--- src/rtl/trig_pkg.sv ---
// Shared constants and state type for the trigger-board monitoring readout.
package trig_pkg;
  localparam logic [15:0] HDR_MAGIC = 16'hB0A0;
  localparam int NCHAN_DEF = 16;
  localparam int NHIST_DEF = 8;

  typedef enum logic [2:0] {IDLE, HDR, SEL, CAP, SEND, CLR, END} ro_state_t;
endpackage

--- src/rtl/histo_readout_sequencer.sv ---
// Steps the histogram mux through all channels, snapshots each channel and streams
// a header plus every word to the slow-control link, optionally clearing afterwards.
//  state | meaning
//  IDLE  | waiting for start
//  HDR   | presenting frame header
//  SEL   | channel select driven, waiting for mux to settle
//  CAP   | snapshot histo_in into shadow registers
//  SEND  | streaming shadow words of current channel
//  CLR   | holding resethist high
//  END   | bump frame count, release busy
module histo_readout_sequencer
  import trig_pkg::*;
#(
  parameter int NCHAN   = NCHAN_DEF,
  parameter int NHIST   = NHIST_DEF,
  parameter int WORD_W  = 32,
  parameter int SETTLE  = 3,
  parameter int CLR_CYC = 2
) (
  input  logic                    clk_adc,
  input  logic                    rst,
  input  logic                    start,
  input  logic                    clear_after,
  input  logic [NHIST*WORD_W-1:0] histo_in,
  output logic [7:0]              histo_sel,
  output logic                    resethist,
  output logic [WORD_W-1:0]       m_data,
  output logic                    m_valid,
  output logic                    m_last,
  input  logic                    m_ready,
  output logic                    busy,
  output logic [15:0]             frame_cnt
);

  localparam int CH_W = (NCHAN > 1) ? $clog2(NCHAN) : 1;
  localparam int H_W  = (NHIST > 1) ? $clog2(NHIST) : 1;

  ro_state_t         state;
  logic [CH_W-1:0]   ch;
  logic [H_W-1:0]    h;
  logic [7:0]        settle_cnt;
  logic [7:0]        clr_cnt;
  logic              clr_pending;
  logic [WORD_W-1:0] shadow [NHIST];
  logic              xfer;
  logic              last_ch;
  logic              last_h;

  assign xfer    = m_valid && m_ready;
  assign last_ch = (ch == CH_W'(NCHAN - 1));
  assign last_h  = (h == H_W'(NHIST - 1));

  // Shadow only loads in CAP, so a channel's words stay frozen until it is fully sent.
  always_ff @(posedge clk_adc) begin
    if (state == CAP) begin
      for (int i = 0; i < NHIST; i++) shadow[i] <= histo_in[i*WORD_W +: WORD_W];
    end
  end

  always_ff @(posedge clk_adc) begin
    if (rst) begin
      state       <= IDLE;
      ch          <= '0;
      h           <= '0;
      settle_cnt  <= '0;
      clr_cnt     <= '0;
      clr_pending <= 1'b0;
      histo_sel   <= '0;
      resethist   <= 1'b0;
      m_data      <= '0;
      m_valid     <= 1'b0;
      m_last      <= 1'b0;
      busy        <= 1'b0;
      frame_cnt   <= '0;
    end else begin
      case (state)
        IDLE: begin
          if (start) begin
            clr_pending <= clear_after;
            ch          <= '0;
            busy        <= 1'b1;
            m_data      <= WORD_W'({HDR_MAGIC, frame_cnt});
            m_valid     <= 1'b1;
            m_last      <= 1'b0;
            state       <= HDR;
          end
        end
        HDR: begin
          if (xfer) begin
            m_valid    <= 1'b0;
            histo_sel  <= 8'(ch);
            settle_cnt <= 8'(SETTLE);
            state      <= SEL;
          end
        end
        SEL: begin
          if (settle_cnt <= 8'd1) state <= CAP;
          else settle_cnt <= settle_cnt - 8'd1;
        end
        CAP: begin
          h       <= '0;
          m_data  <= histo_in[WORD_W-1:0];
          m_valid <= 1'b1;
          m_last  <= last_ch && (NHIST == 1);
          state   <= SEND;
        end
        SEND: begin
          if (xfer) begin
            if (!last_h) begin
              h      <= h + H_W'(1);
              m_data <= shadow[h + H_W'(1)];
              m_last <= last_ch && (int'(h) + 2 == NHIST);
            end else begin
              m_valid <= 1'b0;
              m_last  <= 1'b0;
              if (!last_ch) begin
                ch         <= ch + CH_W'(1);
                histo_sel  <= 8'(ch + CH_W'(1));
                settle_cnt <= 8'(SETTLE);
                state      <= SEL;
              end else if (clr_pending) begin
                resethist <= 1'b1;
                clr_cnt   <= 8'(CLR_CYC);
                state     <= CLR;
              end else begin
                state <= END;
              end
            end
          end
        end
        CLR: begin
          if (clr_cnt <= 8'd1) begin
            resethist <= 1'b0;
            state     <= END;
          end else begin
            clr_cnt <= clr_cnt - 8'd1;
          end
        end
        END: begin
          frame_cnt <= frame_cnt + 16'd1;
          busy      <= 1'b0;
          histo_sel <= '0;
          state     <= IDLE;
        end
        default: state <= IDLE;
      endcase
    end
  end

endmodule

--- config.mk ---
export PLATFORM = sky130hd
export DESIGN_NAME = histo_readout_sequencer
export DESIGN_NICKNAME = d
export VERILOG_FILES = /design/src/rtl/trig_pkg.sv /design/src/rtl/histo_readout_sequencer.sv
export SDC_FILE = /design/constraint.sdc
export NUM_CORES = 1
export LEC_CHECK = 0
export CAP_MARGIN = 0
export CELL_PAD_IN_SITES_DETAIL_PLACEMENT = 1
export CELL_PAD_IN_SITES_GLOBAL_PLACEMENT = 1
export CORE_MARGIN = 8
export CORE_UTILIZATION = 37
export DETAILED_ROUTE_END_ITERATION = 16
export PLACE_DENSITY = 0.87
export SLEW_MARGIN = 25
export SYNTH_ARGS = -nofsm -noshare
export SYNTH_HDL_FRONTEND = slang
export SYNTH_SLANG_ARGS = --single-unit
--- constraint.sdc ---
create_clock -name clk_adc -period 5 [get_ports clk_adc]
set_clock_uncertainty 0.15 [all_clocks]
set_input_delay 1 -clock clk_adc [delete_from_list [all_inputs] [get_ports clk_adc]]
set_output_delay 1 -clock clk_adc [all_outputs]
set_load 0.01 [all_outputs]
==> metrics.md, run 1 <==
| Metric | Value |
|---|---|
| Leakage power | `6.45 nW` |
| Crit-path cells | `clkdlybuf4s50_1 > and4b_1 > o21ai_2 > nand2_2 > a311oi_1` |
| Top delay family on crit path | `compound AO/OA/AOI/OAI gates` |
| Number of synthesized flops with an enable pin | `256` |
| Worst R2R Path Depth | `6` |
| Commonest cells in the netlist | `edfxtp_1 (256), nor2_1 (86), dfxtp_1 (84), mux2i_1 (57), a22oi_1 (40)` |
| Gate Count Post-Synth | `923` |
| Core area | `36500 um2` |
| Final Hold Viols | `0` |
| Critical path required time | `5290 ps` |
| First-pass GRT wire length | `65.3 mm` |
| H-tree depth | `2` |
| Final setup fails | `0` |
| Port-buffer cells | `317` |
| Total Wirelength | `44.0 mm` |
| Met2 routed WL | `22.7 mm` |
| Sequential Area | `9370 um2` |
| Hold endpoint | `histo_sel[4]` |
| Clk_lat worst skew | `560 ps` |
| Mean area per synthesized cell | `14.8 um2` |
| Postcts setup bufs | `0` |
| Filler cells | `3559` |
| Crit end category | `flop` |
| TritonCTS clock tree | `built` |
| Initial antenna violation count | `4` |
| CP bufs+invs | `1` |
| Crit path time final | `3630 ps` |
| Fraction of synthesized cell area taken by the top area cell type | `56.1%` |
| Largest net degree at the start of global routing | `125` |
| Sum Neg Setup Slack | `0 ps` |
| Final Wtd Congestion | `0.790` |
| Wire length per cell | `25.3 um` |
| Layout cells sized above 1 | `10.1%` |
| Synth async-reset ratio | `0%` |
| Final period util | `72.6%` |
| Vias per cell | `5.41` |
| Slew of the pin with the lowest slew margin | `1090 ps` |
| Internal Power | `5.61 mW` |
| Starting DRT DRC Count | `558` |
| Number of CTS-inserted buffers | `39` |
| Post-synthesis cell type count | `62` |
| Area of the multi-input gates | `4060 um2` |
| Status | `finished clean` |
| GRT overflow | `0` |
| Critical R2R Launch | `h[1]` |
| Max-cap violation count | `0` |
| CTS resizes | `0` |
| Cell Area, Placed | `17400 um2` |
| Residual DRC | `0` |
| Design Area, Final | `18500 um2` |
| Worst path slowest cell | `nand2_2` |
| Die height | `208 um` |
| Layout area overhead | `35.3%` |
| Startpoint types | `input port` |
| CTS Hold Bufs | `0` |
| Vias | `9402` |
| Slew HR | `27.3%` |
| Switching Fraction | `28.5%` |
| Met3 Routed Length | `2.43 mm` |
| Number of synthesized register bits | `340` |
| Die area | `43400 um2` |
| Peak Freq | `276 MHz` |
| R2r endpoint | `m_data[30]` |
| Clock Path Buffers | `3` |
| Die width | `208 um` |
| Post-DP HPWL | `30.4 mm` |
| Primary FF master, synth | `edfxtp_1` |
| RSZ-0062 raised after global routing | `false` |
| Part of the power in registers | `45.0%` |
| Sequential share of the synthesized area | `68.4%` |
| Top routing layer in use | `met4` |
| Hold Crit Depth | `1` |
| WP data arrival | `3920 ps` |
| # clock sinks | `340` |
| Final Slew Violations | `0` |
| Clock slew at reported path FFs | `60 ps` |
| Total Routing Usage GR | `19.6%` |
| Number of placed I/O pins | `321` |
| Yosys Warn Count | `0` |
| Worst min path class | `flop to flop` |
| Nets | `1509` |
| Number of global-route vias before repair | `10500` |
| Root buf cell | `clkbuf_16` |
| Clk pwr share | `33.8%` |
| Comb power frac | `21.2%` |
| Worst-path fanout max | `43` |
| Crit Path Class | `input port to flop` |
| Flop-to-flop setup slack | `1510 ps` |
| Rows | `70` |
| Top cell type by total area after synthesis | `edfxtp_1` |
| Pre-antenna DRT Iters | `5` |
| Sw Pwr | `2.24 mW` |
| Hold Path Origin | `histo_sel[4]` |
| Peak supply drop | `0.308 mV` |
| Area contributors post-synth | `edfxtp_1 (56%), dfxtp_1 (12%), mux4_2 (6.2%), mux2i_1 (4.2%), nor2_1 (2.4%)` |
| Pwr dens | `423 nW/um2` |
| Initial Utilization | `37.5%` |
| Largest stage delay on the critical path | `840 ps` |
| Post-Syn Area | `13700 um2` |
| Count leader, synth | `edfxtp_1` |
| Routed length on met1 | `16.8 mm` |
| ANT nets after route | `0` |
## flip-flops by register name (all words and copies together) (netlist names)
signal	flops
clr_pending	1
m_last	1
shadow	256
settle_cnt	8
histo_sel	5
clr_cnt	8
h	3
resethist	1
busy	1
m_data	32
frame_cnt	16
ch	4
m_valid	1
state	3
## stage by stage
step / hold slack (ps) / std cells / power, mW / util [%] / setup WS [ps]
after floorplan: 308 / 925 / 4.41 / - / 142
after global placement: 313 / 1666 / 5.14 / 47.5 / 1070
after detailed placement: 321 / 1666 / 5.24 / 47.5 / 807
after CTS: 328 / 1735 / 7.91 / 50.7 / 1380
after global routing: 344 / 1739 / 8.13 / 50.8 / 1240
final: 325 / 1739 / 7.85 / 50.8 / 1370
## logic make-up after synthesis
logic type	synth area share, %
buf+inv	2.25
mux	10.4
xor+xnor	1.47
fa+ha+maj	0.822
compound gates	8.53
other cells	0.0274
simple gates	8.13
flops	68.4
## cell type report
type	instances	area share (%)
timing repair buffer	333	17.8
clock buffer	51	5.73
clock inverter	18	0.513
multi-input combinational	514	21.9
sequential	340	50.6
antenna	4	0.0540
inverter	11	0.263
tap	468	3.16
## per-layer routing
metal	GRT usage, %	vias up
met1	21.7	4779
met4	10.6	0
met2	34.5	306
met5	0	-
met3	4.58	101
li1	-	4216
## cells in the final DEF (no fill, tap or decap), drive strengths merged, types with 13 or more instances in the layout
cell type	count
a211oi	25
mux4	38
clkinv	16
inv	13
buf	17
edfxtp	256
nand3	25
nor2b	21
mux2i	57
dfxtp	84
a21oi	20
clkdlybuf4s50	316
nand2	35
nor2	86
a22oi	40
o22ai	27
clkbuf	51
xor2	20
## how the worst max path moves through the flow
stage                        start          to  slack, ps  cells after the start
after floorplan           state[0]  m_data[16]        140                      8
after global placement     m_ready  m_data[28]       1070                      6
after detailed placement   m_ready  m_data[30]        810                      5
after CTS                  m_ready  m_data[30]       1380                      5
after global routing       m_ready  m_data[17]       1240                      6
final                      m_ready  m_data[30]       1370                      5
## power groups by stage
stage	combinational (mW)	sequential, mW	clock [mW]
2_1_floorplan	0.833	3.58	0
3_3_place_gp	1.58	3.55	0
3_5_place_dp	1.66	3.58	0
4_1_cts	1.67	3.53	2.71
5_1_grt	1.77	3.56	2.80
6_report	1.66	3.53	2.65
Note: power is estimated with default switching activity, not from simulation.
==> run 2, diff against run 1 <==
--- a/config.mk
+++ b/config.mk
@@ -9,9 +9,9 @@
 export CELL_PAD_IN_SITES_DETAIL_PLACEMENT = 1
 export CELL_PAD_IN_SITES_GLOBAL_PLACEMENT = 1
 export CORE_MARGIN = 8
-export CORE_UTILIZATION = 37
+export CORE_UTILIZATION = 40
 export DETAILED_ROUTE_END_ITERATION = 16
-export PLACE_DENSITY = 0.87
+export PLACE_DENSITY = 0.89
 export SLEW_MARGIN = 25
 export SYNTH_ARGS = -nofsm -noshare
 export SYNTH_HDL_FRONTEND = slang
==> constraint.sdc (replaced) <==
create_clock -name clk_adc -period 3.5 [get_ports clk_adc]
set_clock_uncertainty 0.15 [all_clocks]
set_input_delay 0.7 -clock clk_adc [delete_from_list [all_inputs] [get_ports clk_adc]]
set_output_delay 0.7 -clock clk_adc [all_outputs]
set_load 0.01 [all_outputs]
==> run 2 against run 1 <==
  * Die area fell by 6.9%
  * Clock power up 57%
  * Combinational power grew 46%
  * First-iteration DRC count is 11% higher
  * Largest power group unchanged
  * Critical path depth increased by 1
  * Sequential power up 42%
==> metrics.md, run 2 (synthesized netlist as in run 1, its figures left out) <==
| Metric | Value |
|---|---|
| Worst path slowest cell | `nor2_1` |
| Largest stage delay on the critical path | `770 ps` |
| Final setup fails | `0` |
| Nets | `1517` |
| Worst min path class | `flop to flop` |
| RSZ-0062 raised after global routing | `false` |
| Postcts setup bufs | `0` |
| Final hold slack | `338 ps` |
| Reg with most FFs | `shadow` |
| Final period util | `80.0%` |
| Slew of the pin with the lowest slew margin | `964 ps` |
| Status | `finished clean` |
| Most common cell after layout, fill and taps aside | `clkdlybuf4s50_1` |
| CP dominant cell by count | `ha_1` |
| # clock sinks | `340` |
| Die width | `201 um` |
| Crit-path cells | `ha_1 > ha_1 > nor2_1 > a22oi_1 > nand3_1 > a311oi_1` |
| Vias | `9475` |
| Number of global-route vias before repair | `10500` |
| Port-buffer cells | `317` |
| Startpoint types | `flop` |
| Clock Path Buffers | `3` |
| Total Wirelength | `44.1 mm` |
| Final Wtd Congestion | `0.827` |
| GRT overflow | `0` |
| Slew HR | `34.9%` |
| Number of placed I/O pins | `321` |
| Final Hold Viols | `0` |
| Starting DRT DRC Count | `619` |
| Overall power | `11.6 mW` |
| Number of CTS-inserted buffers | `39` |
| Most frequent cells in the layout | `clkdlybuf4s50_1 (316), edfxtp_1 (256), nor2_1 (85)` |
| Critical path required time | `3710 ps` |
| Residual DRC | `0` |
| Peak Freq | `357 MHz` |
| Crit Path Class | `flop to flop` |
| Vias per cell | `5.48` |
| Total Routing Usage GR | `20.9%` |
| CTS Hold Bufs | `0` |
| Top flop regs | `shadow x256, m_data x32, frame_cnt x16` |
| Layout cells sized above 1 | `10.9%` |
| Die height | `201 um` |
| H-tree depth | `2` |
| Max reg flops | `256` |
| Clock slew at reported path FFs | `60 ps` |
| Rows | `67` |
| First-pass GRT wire length | `65.6 mm` |
| Initial Utilization | `40.8%` |
| Filler cells | `3226` |
| Peak supply drop | `0.483 mV` |
| Largest net degree at the start of global routing | `83` |
| CP bufs+invs | `0` |
| WP data arrival | `3010 ps` |
| Max-cap violation count | `0` |
| ANT nets after route | `0` |
| Post-DP HPWL | `31.4 mm` |
| Top delay family on crit path | `simple AND/OR/NAND/NOR gates` |
| Worst-path fanout max | `11` |
| Root buf cell | `clkbuf_16` |
| Clk_lat worst skew | `530 ps` |
| Wire length per cell | `25.5 um` |
| Initial antenna violation count | `3` |
| Pwr dens | `619 nW/um2` |
| CTS resizes | `0` |
| Crit path time final | `2800 ps` |
| Core area | `33600 um2` |
| TritonCTS clock tree | `built` |
| Pre-antenna DRT Iters | `5` |
| Die area | `40400 um2` |
| Crit end category | `flop` |
| Sum Neg Setup Slack | `0 ps` |
| Layout area overhead | `36.9%` |
| Leakage power | `6.58 nW` |
| Final Slew Violations | `0` |
## run 2: cell types whose count changed in the layout (fill, tap and decap cells not counted), sizes merged
cell and delta:
buf +8, clkinv -5, clkbuf +4, inv -1
bufinv +5, diode -1
## run 2: per-stage QoR
step / worst slack, ps / cells / util (%) / area [um2]
final: 699 / 1729 / 55.8 / 18800
after detailed placement: 462 / 1654 / 51.9 / 17400
after global placement: 583 / 1654 / 51.9 / 17400
after CTS: 699 / 1726 / 55.8 / 18800
after floorplan: 465 / 925 / - / 13700
after global routing: 487 / 1729 / 55.8 / 18800
## run 2: where the power goes
| part | leakage, nW | switching [mW] | internal, mW |
|---|---|---|---|
| Sequential | 2.99 | 0.233 | 4.78 |
| Combinational | 2.95 | 1.28 | 1.14 |
| Clock | 0.638 | 1.63 | 2.54 |
## run 2: cell type report
type	instances	area, um2	area share, %
diodes	3	7.51	0.0400
clock buffers	55	1090	5.80
clock inverters	17	219	1.17
inverters	11	48.8	0.260
multi-input cells	514	4050	21.6
flip-flops and latches	340	9370	50.0
well taps	448	561	2.99
repair buffers	341	3410	18.2
## run 2: path summary, 6_finish.rpt
path             endpoint  slack, ps         start  depth (start not counted)
max            m_data[27]        700          h[0]                          6
min          histo_sel[4]        340  histo_sel[4]                          1
max reg2reg    m_data[27]        700          h[0]                          6
min reg2reg  histo_sel[4]        340  histo_sel[4]                          1
## run 2: layer usage
| layer | wire length (um) | GRT usage [%] | vias up |
|---|---|---|---|
| li1 | - | - | 4242 |
| met1 | 17000 | 24.3 | 4825 |
| met2 | 22800 | 37.0 | 320 |
| met3 | 2500 | 4.59 | 88 |
| met4 | 1790 | 8.62 | 0 |
| met5 | 0 | 0 | - |
==> run 3, diff against run 2 <==
==> constraint.sdc (replaced) <==
create_clock -name clk_adc -period 2.65 [get_ports clk_adc]
set_clock_uncertainty 0.15 [all_clocks]
set_input_delay 0.53 -clock clk_adc [delete_from_list [all_inputs] [get_ports clk_adc]]
set_output_delay 0.53 -clock clk_adc [all_outputs]
set_load 0.01 [all_outputs]
==> run 3 against run 2 <==
  * Global-route usage up 0.17 points
  * Sequential power is 32% higher
  * Non-clock buffer count increased by 10
  * Via count is 0.27% higher
  * Final cell count rose by 0.40%
  * First-iteration DRC count up 4.2%
  * Maximum frequency grew 12%
  * Critical path type unchanged
==> metrics.md, run 3 (synthesized netlist as in run 1, its figures left out) <==
| Metric | Value |
|---|---|
| Status | `finished clean` |
| CTS Hold Bufs | `0` |
| Number of placed I/O pins | `321` |
| Die height | `201 um` |
| Port-buffer cells | `317` |
| H-tree depth | `2` |
| Post-DP HPWL | `31.1 mm` |
| Wire length per cell | `25.4 um` |
| RSZ-0062 raised after global routing | `false` |
| Switching Fraction | `27.3%` |
| Design Area, Final | `18900 um2` |
| Starting DRT DRC Count | `645` |
| Final period util | `94.3%` |
| Internal Power | `11.1 mW` |
| R2r endpoint | `m_data[25]` |
| Clk pwr share | `35.2%` |
| Max-cap violation count | `0` |
| Slew of the pin with the lowest slew margin | `897 ps` |
| Worst-path fanout max | `43` |
| Slew HR | `40.1%` |
| Worst Setup EP | `m_data[25]` |
| Sw Pwr | `4.18 mW` |
| Initial Utilization | `40.8%` |
| Startpoint types | `flop` |
| Total Wirelength | `44.0 mm` |
| WP data arrival | `2780 ps` |
| Sequential Area | `9370 um2` |
| Final Wtd Congestion | `0.824` |
| Cell Area, Placed | `17500 um2` |
| Pre-antenna DRT Iters | `5` |
| Peak supply drop | `0.648 mV` |
| Worst R2R Path Depth | `6` |
| Core area | `33600 um2` |
| Number of global-route vias before repair | `10600` |
| Clk_lat worst skew | `550 ps` |
| Crit-path cells | `inv_1 > or3_2 > clkinv_8 > buf_12 > nand2_1 > a311oi_1` |
| Total Routing Usage GR | `21.1%` |
| GRT overflow | `0` |
| Largest net degree at the start of global routing | `64` |
| Part of the power in registers | `43.3%` |
| Worst min path class | `input port to flop` |
| Crit Path Class | `flop to flop` |
| Number of CTS-inserted buffers | `38` |
| TritonCTS clock tree | `built` |
| Max reg flops | `256` |
| Area of the multi-input gates | `4060 um2` |
| Final Slew Violations | `0` |
| Pwr dens | `811 nW/um2` |
| Worst path slowest cell | `or3_2` |
| Top delay family on crit path | `simple AND/OR/NAND/NOR gates` |
| Root buf cell | `clkbuf_16` |
| CP bufs+invs | `3` |
| Critical path depth in cells | `6` |
| Crit path time final | `2500 ps` |
| Residual DRC | `0` |
| Clock Path Buffers | `3` |
| Die area | `40400 um2` |
| # clock sinks | `340` |
| Initial antenna violation count | `6` |
| Top flop regs | `shadow x256, m_data x32, frame_cnt x16` |
| Most common cell after layout, fill and taps aside | `clkdlybuf4s50_1` |
| Worst Setup SP | `state[1]` |
| Die width | `201 um` |
| Critical path required time | `2930 ps` |
| Peak Freq | `400 MHz` |
| Layout cells sized above 1 | `11.5%` |
| Crit end category | `flop` |
| Sum Neg Setup Slack | `0 ps` |
| Filler cells | `3181` |
| Final setup fails | `0` |
| First-pass GRT wire length | `65.9 mm` |
| Layout area overhead | `37.6%` |
| Reg with most FFs | `shadow` |
| Most frequent cells in the layout | `clkdlybuf4s50_1 (316), edfxtp_1 (256), nor2_1 (85)` |
| Flop-to-flop setup slack | `150 ps` |
| Final Hold Viols | `0` |
| Largest stage delay on the critical path | `680 ps` |
| Comb power frac | `21.5%` |
| Clock slew at reported path FFs | `60 ps` |
| Critical R2R Launch | `state[1]` |
| Vias per cell | `5.47` |
| Leakage power | `6.61 nW` |
| ANT nets after route | `0` |
| Rows | `67` |
| Vias | `9501` |
| Nets | `1526` |
-- run 3: cell count changes in the layout (fill, tap and decap cells not counted), sizes merged --
| cell | delta |
|---|---|
| clkinv | +1 |
| clkbuf | -6 |
| inv | -1 |
| diode | +3 |
| buf | +10 |
-- run 3: stage by stage --
stage | setup slack [ps] | power (mW) | utilization, % | std cells | hold slack [ps]
6_report | 152 | 15.3 | 56.1 | 1736 | 151
5_1_grt | 14.6 | 15.8 | 56.1 | 1736 | 150
4_1_cts | 9.14 | 15.4 | 56.0 | 1728 | 126
3_5_place_dp | 37.5 | 9.96 | 52.2 | 1662 | 319
3_3_place_gp | 140 | 9.76 | 52.2 | 1662 | 314
2_1_floorplan | 102 | 8.30 | - | 925 | 308
-- run 3: layer usage --
metal | GRT usage [%] | share of wire, % | vias up
met3 | 4.45 | 5.6 | 87
li1 | - | - | 4252
met4 | 10.3 | 4.3 | 0
met2 | 37.7 | 53 | 313
met1 | 23.6 | 37 | 4849
met5 | 0 | 0 | -
-- run 3: layout make-up --
| type | count | share of cell area [%] |
|---|---|---|
| Antenna cell | 6 | 0.0796 |
| Clock buffer | 49 | 5.47 |
| Clock inverter | 17 | 1.24 |
| Inverter | 11 | 0.285 |
| Multi-Input combinational cell | 514 | 21.5 |
| Sequential cell | 340 | 49.7 |
| Tap cell | 448 | 2.97 |
| Timing Repair Buffer | 351 | 18.7 |
-- run 3: power groups by stage --
stage / combinational (mW) / clock (mW) / sequential [mW]
after detailed placement: 3.24 / 0 / 6.72
final: 3.29 / 5.38 / 6.62
after global placement: 3.10 / 0 / 6.66
after floorplan: 1.58 / 0 / 6.72
after CTS: 3.30 / 5.51 / 6.62
after global routing: 3.50 / 5.67 / 6.67
-- run 3: timing repair --
action,4_1_cts,5_1_grt
resized for setup,1,4
pin swaps,0,0
buffers inserted,0,2
setup endpoints to repair,2,6
-- run 3: how the worst min path moves through the flow --
stage | start | to | slack [ps] | depth (start not counted)
2_1_floorplan | settle_cnt[5] | settle_cnt[5] | 310 | 2
5_1_grt | rst | state[1] | 150 | 2
4_1_cts | rst | state[1] | 130 | 2
3_3_place_gp | histo_sel[4] | histo_sel[4] | 310 | 1
3_5_place_dp | histo_sel[4] | histo_sel[4] | 320 | 1
6_report | rst | state[1] | 150 | 2
